$ cat src/rtl/mmcm_drp_ctrl_if.sv
// mmcm_drp_ctrl_if: DRP bus between the reconfiguration controller (master) and the MMCM DRP port (slave)
interface mmcm_drp_ctrl_if;
  logic        o_drp_den;
  logic        o_drp_dwe;
  logic [6:0]  o_drp_daddr;
  logic [15:0] o_drp_di;
  logic [15:0] i_drp_do;
  logic        i_drp_drdy;
  modport master (output o_drp_den, o_drp_dwe, o_drp_daddr, o_drp_di, input i_drp_do, i_drp_drdy);
  modport slave (input o_drp_den, o_drp_dwe, o_drp_daddr, o_drp_di, output i_drp_do, i_drp_drdy);
endinterface

$ cat src/rtl/mmcm_drp_ctrl.sv
// mmcm_drp_ctrl: read-modify-write MMCM DRP reconfiguration sequencer with lock supervision
module mmcm_drp_ctrl #(
  parameter int NUM_REGS     = 8,
  parameter int DRDY_TIMEOUT = 255,
  parameter int LOCK_TIMEOUT = 65535
) (
  input  logic                  i_clk,
  input  logic                  i_rst,
  input  logic                  i_start,
  output logic [2:0]            o_tbl_idx,
  input  logic [38:0]           i_tbl_entry,
  mmcm_drp_ctrl_if.master       drp,
  output logic                  o_mmcm_rst,
  input  logic                  i_locked,
  output logic                  o_busy,
  output logic                  o_done,
  output logic                  o_err,
  output logic                  o_rst
);
  localparam int TMAX = DRDY_TIMEOUT > LOCK_TIMEOUT ? DRDY_TIMEOUT : LOCK_TIMEOUT;
  localparam int CW = $clog2(TMAX + 1);
  typedef enum logic [3:0] {
    IDLE, ASSERT_RST, RD_REQ, RD_WAIT, WR_REQ, WR_WAIT, NEXT, RELEASE, WAIT_LOCK, FINISH
  } state_t;
  state_t          r_state, w_next;
  logic [1:0]      r_lk;
  logic [CW-1:0]   r_cnt;
  logic [15:0]     r_rdata, r_di;
  logic [6:0]      r_daddr;
  logic            r_rst;
  logic            w_lock, w_drdy_to, w_lock_to, w_last;
  logic [15:0]     w_wdata;
  assign w_lock    = r_lk[1];
  assign w_drdy_to = r_cnt == CW'(DRDY_TIMEOUT - 1);
  assign w_lock_to = r_cnt == CW'(LOCK_TIMEOUT - 1);
  assign w_last    = o_tbl_idx == 3'(NUM_REGS - 1);
  assign w_wdata   = (r_rdata & i_tbl_entry[31:16]) | (i_tbl_entry[15:0] & ~i_tbl_entry[31:16]);
  assign drp.o_drp_den   = r_state == RD_REQ || r_state == WR_REQ;
  assign drp.o_drp_dwe   = r_state == WR_REQ;
  assign drp.o_drp_daddr = r_state == RD_REQ ? i_tbl_entry[38:32] : r_daddr;
  assign drp.o_drp_di    = r_state == WR_REQ ? w_wdata : r_di;
  assign o_busy = r_state != IDLE && r_state != FINISH;
  assign o_done = r_state == FINISH;
  assign o_rst  = r_rst;
  always_ff @(posedge i_clk) begin
    if (i_rst) r_state <= IDLE;
    else r_state <= w_next;
  end
  always_comb begin
    w_next = r_state;
    unique case (r_state)
      IDLE:       w_next = i_start ? ASSERT_RST : IDLE;
      ASSERT_RST: w_next = RD_REQ;
      RD_REQ:     w_next = RD_WAIT;
      RD_WAIT:    w_next = drp.i_drp_drdy ? WR_REQ : w_drdy_to ? RELEASE : RD_WAIT;
      WR_REQ:     w_next = WR_WAIT;
      WR_WAIT:    w_next = drp.i_drp_drdy ? NEXT : w_drdy_to ? RELEASE : WR_WAIT;
      NEXT:       w_next = w_last ? RELEASE : RD_REQ;
      RELEASE:    w_next = WAIT_LOCK;
      WAIT_LOCK:  w_next = (w_lock || w_lock_to) ? FINISH : WAIT_LOCK;
      FINISH:     w_next = IDLE;
      default:    w_next = IDLE;
    endcase
  end
  always_ff @(posedge i_clk) begin
    if (i_rst) begin
      r_lk       <= '0;
      r_rst      <= 1'b1;
      r_cnt      <= '0;
      r_rdata    <= '0;
      r_di       <= '0;
      r_daddr    <= '0;
      o_tbl_idx  <= '0;
      o_mmcm_rst <= 1'b0;
      o_err      <= 1'b0;
    end else begin
      r_lk  <= {r_lk[0], i_locked};
      r_rst <= r_state != IDLE || !w_lock;
      case (r_state)
        IDLE: if (i_start) o_err <= 1'b0;
        ASSERT_RST: begin
          o_mmcm_rst <= 1'b1;
          o_tbl_idx  <= '0;
        end
        RD_REQ: begin
          r_daddr <= i_tbl_entry[38:32];
          r_cnt   <= '0;
        end
        RD_WAIT: begin
          if (drp.i_drp_drdy) r_rdata <= drp.i_drp_do;
          else if (w_drdy_to) o_err <= 1'b1;
          else r_cnt <= r_cnt + 1'b1;
        end
        WR_REQ: begin
          r_di  <= w_wdata;
          r_cnt <= '0;
        end
        WR_WAIT: begin
          if (!drp.i_drp_drdy && w_drdy_to) o_err <= 1'b1;
          else if (!drp.i_drp_drdy) r_cnt <= r_cnt + 1'b1;
        end
        NEXT: if (!w_last) o_tbl_idx <= o_tbl_idx + 3'd1;
        RELEASE: begin
          o_mmcm_rst <= 1'b0;
          r_cnt      <= '0;
        end
        WAIT_LOCK: begin
          if (!w_lock && w_lock_to) o_err <= 1'b1;
          else if (!w_lock) r_cnt <= r_cnt + 1'b1;
        end
        default: ;
      endcase
    end
  end
endmodule

$ cat src/flat_wrapper.sv
// flat-port wrapper written by rule: the top's interface ports become plain ports
module mmcm_drp_ctrl_flat 
#(
  parameter int NUM_REGS     = 8,
  parameter int DRDY_TIMEOUT = 255,
  parameter int LOCK_TIMEOUT = 65535
)
  (i_clk, i_rst, i_start, o_tbl_idx, i_tbl_entry, o_mmcm_rst, i_locked, o_busy, o_done, o_err, o_rst, drp_o_drp_den, drp_o_drp_dwe, drp_o_drp_daddr, drp_o_drp_di, drp_i_drp_do, drp_i_drp_drdy);
  mmcm_drp_ctrl_if drp_i ();
  input  logic i_clk;
  input  logic i_rst;
  input  logic i_start;
  output logic [2:0] o_tbl_idx;
  input  logic [38:0] i_tbl_entry;
  output logic o_mmcm_rst;
  input  logic i_locked;
  output logic o_busy;
  output logic o_done;
  output logic o_err;
  output logic o_rst;
  output wire logic [$bits(drp_i.o_drp_den)-1:0] drp_o_drp_den;
  output wire logic [$bits(drp_i.o_drp_dwe)-1:0] drp_o_drp_dwe;
  output wire logic [$bits(drp_i.o_drp_daddr)-1:0] drp_o_drp_daddr;
  output wire logic [$bits(drp_i.o_drp_di)-1:0] drp_o_drp_di;
  input wire logic [$bits(drp_i.i_drp_do)-1:0] drp_i_drp_do;
  input wire logic [$bits(drp_i.i_drp_drdy)-1:0] drp_i_drp_drdy;
  assign drp_o_drp_den = drp_i.o_drp_den;
  assign drp_o_drp_dwe = drp_i.o_drp_dwe;
  assign drp_o_drp_daddr = drp_i.o_drp_daddr;
  assign drp_o_drp_di = drp_i.o_drp_di;
  assign drp_i.i_drp_do = drp_i_drp_do;
  assign drp_i.i_drp_drdy = drp_i_drp_drdy;
  mmcm_drp_ctrl #(.NUM_REGS(NUM_REGS), .DRDY_TIMEOUT(DRDY_TIMEOUT), .LOCK_TIMEOUT(LOCK_TIMEOUT)) u_core (.i_clk(i_clk), .i_rst(i_rst), .i_start(i_start), .o_tbl_idx(o_tbl_idx), .i_tbl_entry(i_tbl_entry), .drp(drp_i), .o_mmcm_rst(o_mmcm_rst), .i_locked(i_locked), .o_busy(o_busy), .o_done(o_done), .o_err(o_err), .o_rst(o_rst));
endmodule
$ cat config.mk
export PLATFORM = sky130hd
export DESIGN_NAME = mmcm_drp_ctrl_flat
export DESIGN_NICKNAME = d
export VERILOG_FILES = /design/src/rtl/mmcm_drp_ctrl_if.sv /design/src/rtl/mmcm_drp_ctrl.sv /design/src/flat_wrapper.sv
export SDC_FILE = /design/constraint.sdc
export NUM_CORES = 1
export LEC_CHECK = 0
export ABC_AREA = 1
export BUFFER_PORTS_ARGS = -buffer_cell sky130_fd_sc_hd__buf_4
export CAP_MARGIN = 10
export CELL_PAD_IN_SITES_DETAIL_PLACEMENT = 1
export CELL_PAD_IN_SITES_GLOBAL_PLACEMENT = 1
export CORE_AREA = 2 2 98 100
export CTS_CLUSTER_SIZE = 16
export DETAILED_ROUTE_END_ITERATION = 12
export DIE_AREA = 0 0 100 102
export HOLD_SLACK_MARGIN = 0.06
export PLACE_DENSITY_LB_ADDON = 0.1
export SKIP_LAST_GASP = 1
export SLEW_MARGIN = 30
export SYNTH_ARGS = -nofsm -noshare
export SYNTH_HDL_FRONTEND = slang
export SYNTH_SLANG_ARGS = --single-unit
$ cat constraint.sdc
create_clock -name i_clk -period 5.3 [get_ports i_clk]
set_clock_uncertainty 0.15 [all_clocks]
set_input_delay 0.53 -clock i_clk [delete_from_list [all_inputs] [get_ports i_clk]]
set_output_delay 0.53 -clock i_clk [all_outputs]
set_load 0.02 [all_outputs]
==> summary by stage <==
Power
IR analysis of the VDD net gives a maximum drop of 159 µV. The overall power consumption is 1.36 mW. The leakage component of the power is between 2 and 2.5 nW. The power per cell area is 306 mW/mm².

Worst hold path
The worst hold-check path type is input port to register.

Worst setup path
The required time of the worst setup path is 4620 ps. STA classifies the critical path startpoint as a register. For the worst setup path, the data arrival time is 2230 ps. By startpoint and endpoint, the worst setup path is classified as register to primary output. Of all nets on the critical path, the largest fanout is 20. STA classifies the critical path endpoint as a primary output.

Routing
The first TritonRoute pass finished after 6 iterations. The average vias per placed instance is 4.93. The total number of vias is 3594.

The average routed wire per standard cell is 14.0 µm. After detailed routing, the total wire length is 10200 µm. For this block, the initial DRC count from the detailed router was 95. In the detailed route, the total length drawn on met2 is 4970 µm. The uppermost metal layer occupied by signal nets is met4.

The total DRC errors in the routed layout is 0. The number of nets with antenna violations after detailed routing is 0. After detailed routing, the met3 layer carries 409 µm of wire. In the final routing, the length of wire on met1 measures 4670 µm.

Layout
Across the whole layout, storage elements account for ~0.0013 mm². The cell area after layout is 0.00444 mm². The area growth from synthesis to layout is 26.8%. The count of placed standard cells in the final layout, fillers left out is 729. The combined area of the multi-input logic cells is 0.00176 mm².

Leaving out fill and tap cells, the most frequent cell in the layout is sky130_fd_sc_hd__nand2_1. Of the cells placed in the final design, the portion with a size suffix greater than 1 is between 20% and 30%. The top cell types in the final layout, fill and taps aside, are sky130_fd_sc_hd__nand2_1 (115), sky130_fd_sc_hd__buf_4 (93), sky130_fd_sc_hd__nor2_1 (71), sky130_fd_sc_hd__inv_1 (71), sky130_fd_sc_hd__dfxtp_1 (67). The total of fill cells in the finished design is about 1200.

The diode insertion count for antenna repair is 0. The core occupancy in the finished layout is between 40% and 50%. The net count reported at finish is 677.

Yosys
The number of unique standard cell types used by synthesis is 33. Counting every instance in the synthesized netlist gives 531. The synthesized netlist net count is 595. The netlist area before placement is approximately 0.0035 mm². Synthesis inferred 67 register bits. The number of warnings issued by yosys is 0. The average cell area after synthesis is approximately 6.6 µm². The portion of the post-synthesis area used by sequential elements is 38.3%.

Timing
The shortest clock period the worst path allows after layout is 2910 ps. The final sum of negative setup slack is 0 ps. Setup repair after global routing left no endpoint under its margin. The final-report max-slew violation count is 0. Setup violations remaining at the end of the flow were counted as 0. After layout, the worst path uses 54.8% of the clock period.

At the pin with the least slew margin, the transition time is 647 ps. Measured against its own limit, the worst slew margin works out to 56.9%. The timing-limited maximum frequency is 0.344 GHz. The hold violation total from the final report is 0.

Global route
The initial antenna violation count was 0. The via count of the first global-routing pass is 3715. Global routing finished with a remaining overflow of 0. Entering global routing, the biggest net connects 60 pins.

The wire length of the first global-routing pass is 17000 µm. Global routing used just over 20% of the available tracks across all layers.

Floorplanning
The floorplan core area is 0.00911 mm². The number of cell rows is 35. The die covers 0.0102 mm².

The number of I/O pins is 93. The starting density of the core is 38.5%. The die extent in y is ~100 µm. The floorplan step set the die width to 100 µm.

Placement
The congestion estimate from routability-driven global placement came to 0.872. Once detailed placement completed, the half-perimeter wirelength came to 7470 µm. Once placement completed, the tool counted placed cells totaling 713. Summing all placed instances gives a cell area of ~0.0042 mm².

The count of input and output buffers is 92.

CTS
The number of setup buffers added after CTS is 0. The tree is rooted in a sky130_fd_sc_hd__clkbuf_8. The number of gates resized after CTS is 0.

The total number of clock tree sinks is 67. The H-tree generated during clock tree synthesis spans 3 levels. The TritonCTS buffer count is 9. For this design, the CTS-stage hold fixing added 0 buffers. For the worst-skew pair, the clock arrives at the later sink with an insertion delay of 350 ps.

The maximum root-to-sink buffer count is 2. TritonCTS built the clock tree. The clock-pin slew on the worst setup and hold paths is 80 ps.

Job
The number of maximum-capacitance constraint violations is 0.

Outcome
The flow ran to the end, and the final reports show no timing, DRC or antenna violations.
## per-stage QoR
step                      hold WS (ps)  setup slack [ps]
after detailed placement           252              2700
after global routing               250              2200
after CTS                          235              2380
after floorplan                    237              3160
after global placement             244              2830
final                              239              2390
## routing by layer
metal  up-vias  global-route usage [%]
li1       1848                       -
met4         0                    5.69
met5         -                       0
met3        12                    4.24
met2        73                    35.6
met1      1661                    26.4
## logic make-up (layout without fill, tap and decap cells)
| logic type | Yosys count | in the layout | synth area share, % |
|---|---|---|---|
| xor gates and xnor gates | 5 | 5 | 1.25 |
| buffers and inverters | 99 | 186 | 11.5 |
| DFF | 67 | 67 | 38.3 |
| adders and majority gates | 4 | 4 | 1.43 |
| AOI/OAI and AO/OA | 89 | 89 | 13.6 |
| and+or+nand+nor | 267 | 267 | 33.9 |
## state kept, by name (all words and copies together), names as in the netlist
name               flops
u_core.r_rdata        16
u_core.r_cnt          16
u_core.o_rst           1
u_core.r_daddr         7
u_core.o_tbl_idx       3
u_core.r_di           16
u_core.r_lk            2
u_core.o_mmcm_rst      1
u_core.r_state         4
u_core.o_err           1
## final timing paths
check / from / end / slack [ps] / depth (start not counted)
min reg2reg: u_core.r_lk[0] / u_core.r_lk[1] / 270 / 2
min: i_locked / u_core.r_lk[0] / 240 / 3
max reg2reg: u_core.r_state[0] / u_core.r_cnt[9] / 2670 / 11
max: u_core.r_state[0] / drp_o_drp_di[5] / 2390 / 10
## power by group
part	switching, mW	internal, mW	total, mW
clock	0.212	0.266	0.478
sequential	0.0235	0.536	0.560
combinational	0.197	0.124	0.321
total	0.432	0.927	1.36
## worst max-delay path, stage by stage, from the launching register on
cell,delay (ps)
sky130_fd_sc_hd__dfxtp_1,430
sky130_fd_sc_hd__inv_1,80
sky130_fd_sc_hd__nand2_1,120
sky130_fd_sc_hd__inv_1,50
sky130_fd_sc_hd__nand2_1,60
sky130_fd_sc_hd__buf_4,260
sky130_fd_sc_hd__inv_2,200
sky130_fd_sc_hd__or2_2,310
sky130_fd_sc_hd__o21ai_0,110
sky130_fd_sc_hd__inv_1,80
sky130_fd_sc_hd__buf_4,160
## layout make-up
cell class                 count  share of cell area [%]
clock buffer                  10                    2.87
clock inverter                 6                    2.00
inverter                      77                    6.51
multi-input combinational    365                    39.6
sequential                    67                    30.2
tap                          111                    3.13
timing repair buffer          93                    15.7
## cells in the mapped netlist (all sizes together)
| master | n | share of area [%] |
|---|---|---|
| nor3 | 4 | 0.71 |
| a21oi | 38 | 5.4 |
| a41oi | 1 | 0.25 |
| a31oi | 1 | 0.18 |
| o211a | 1 | 0.29 |
| nor2 | 74 | 8.4 |
| o21ai | 45 | 6.9 |
| clkbuf | 12 | 1.3 |
| nand3 | 35 | 5.4 |
| inv | 77 | 8.2 |
| ha | 4 | 1.4 |
| or2 | 16 | 2.9 |
| nand3b | 1 | 0.21 |
| xor2 | 4 | 1.0 |
| nor4 | 1 | 0.18 |
| nand2 | 118 | 13 |
| dfxtp | 67 | 38 |
| o21bai | 3 | 0.64 |
| buf | 10 | 2.0 |
| xnor2 | 1 | 0.25 |
| nand4 | 18 | 3.2 |
No activity file was read; power rests on OpenSTA's default activity.
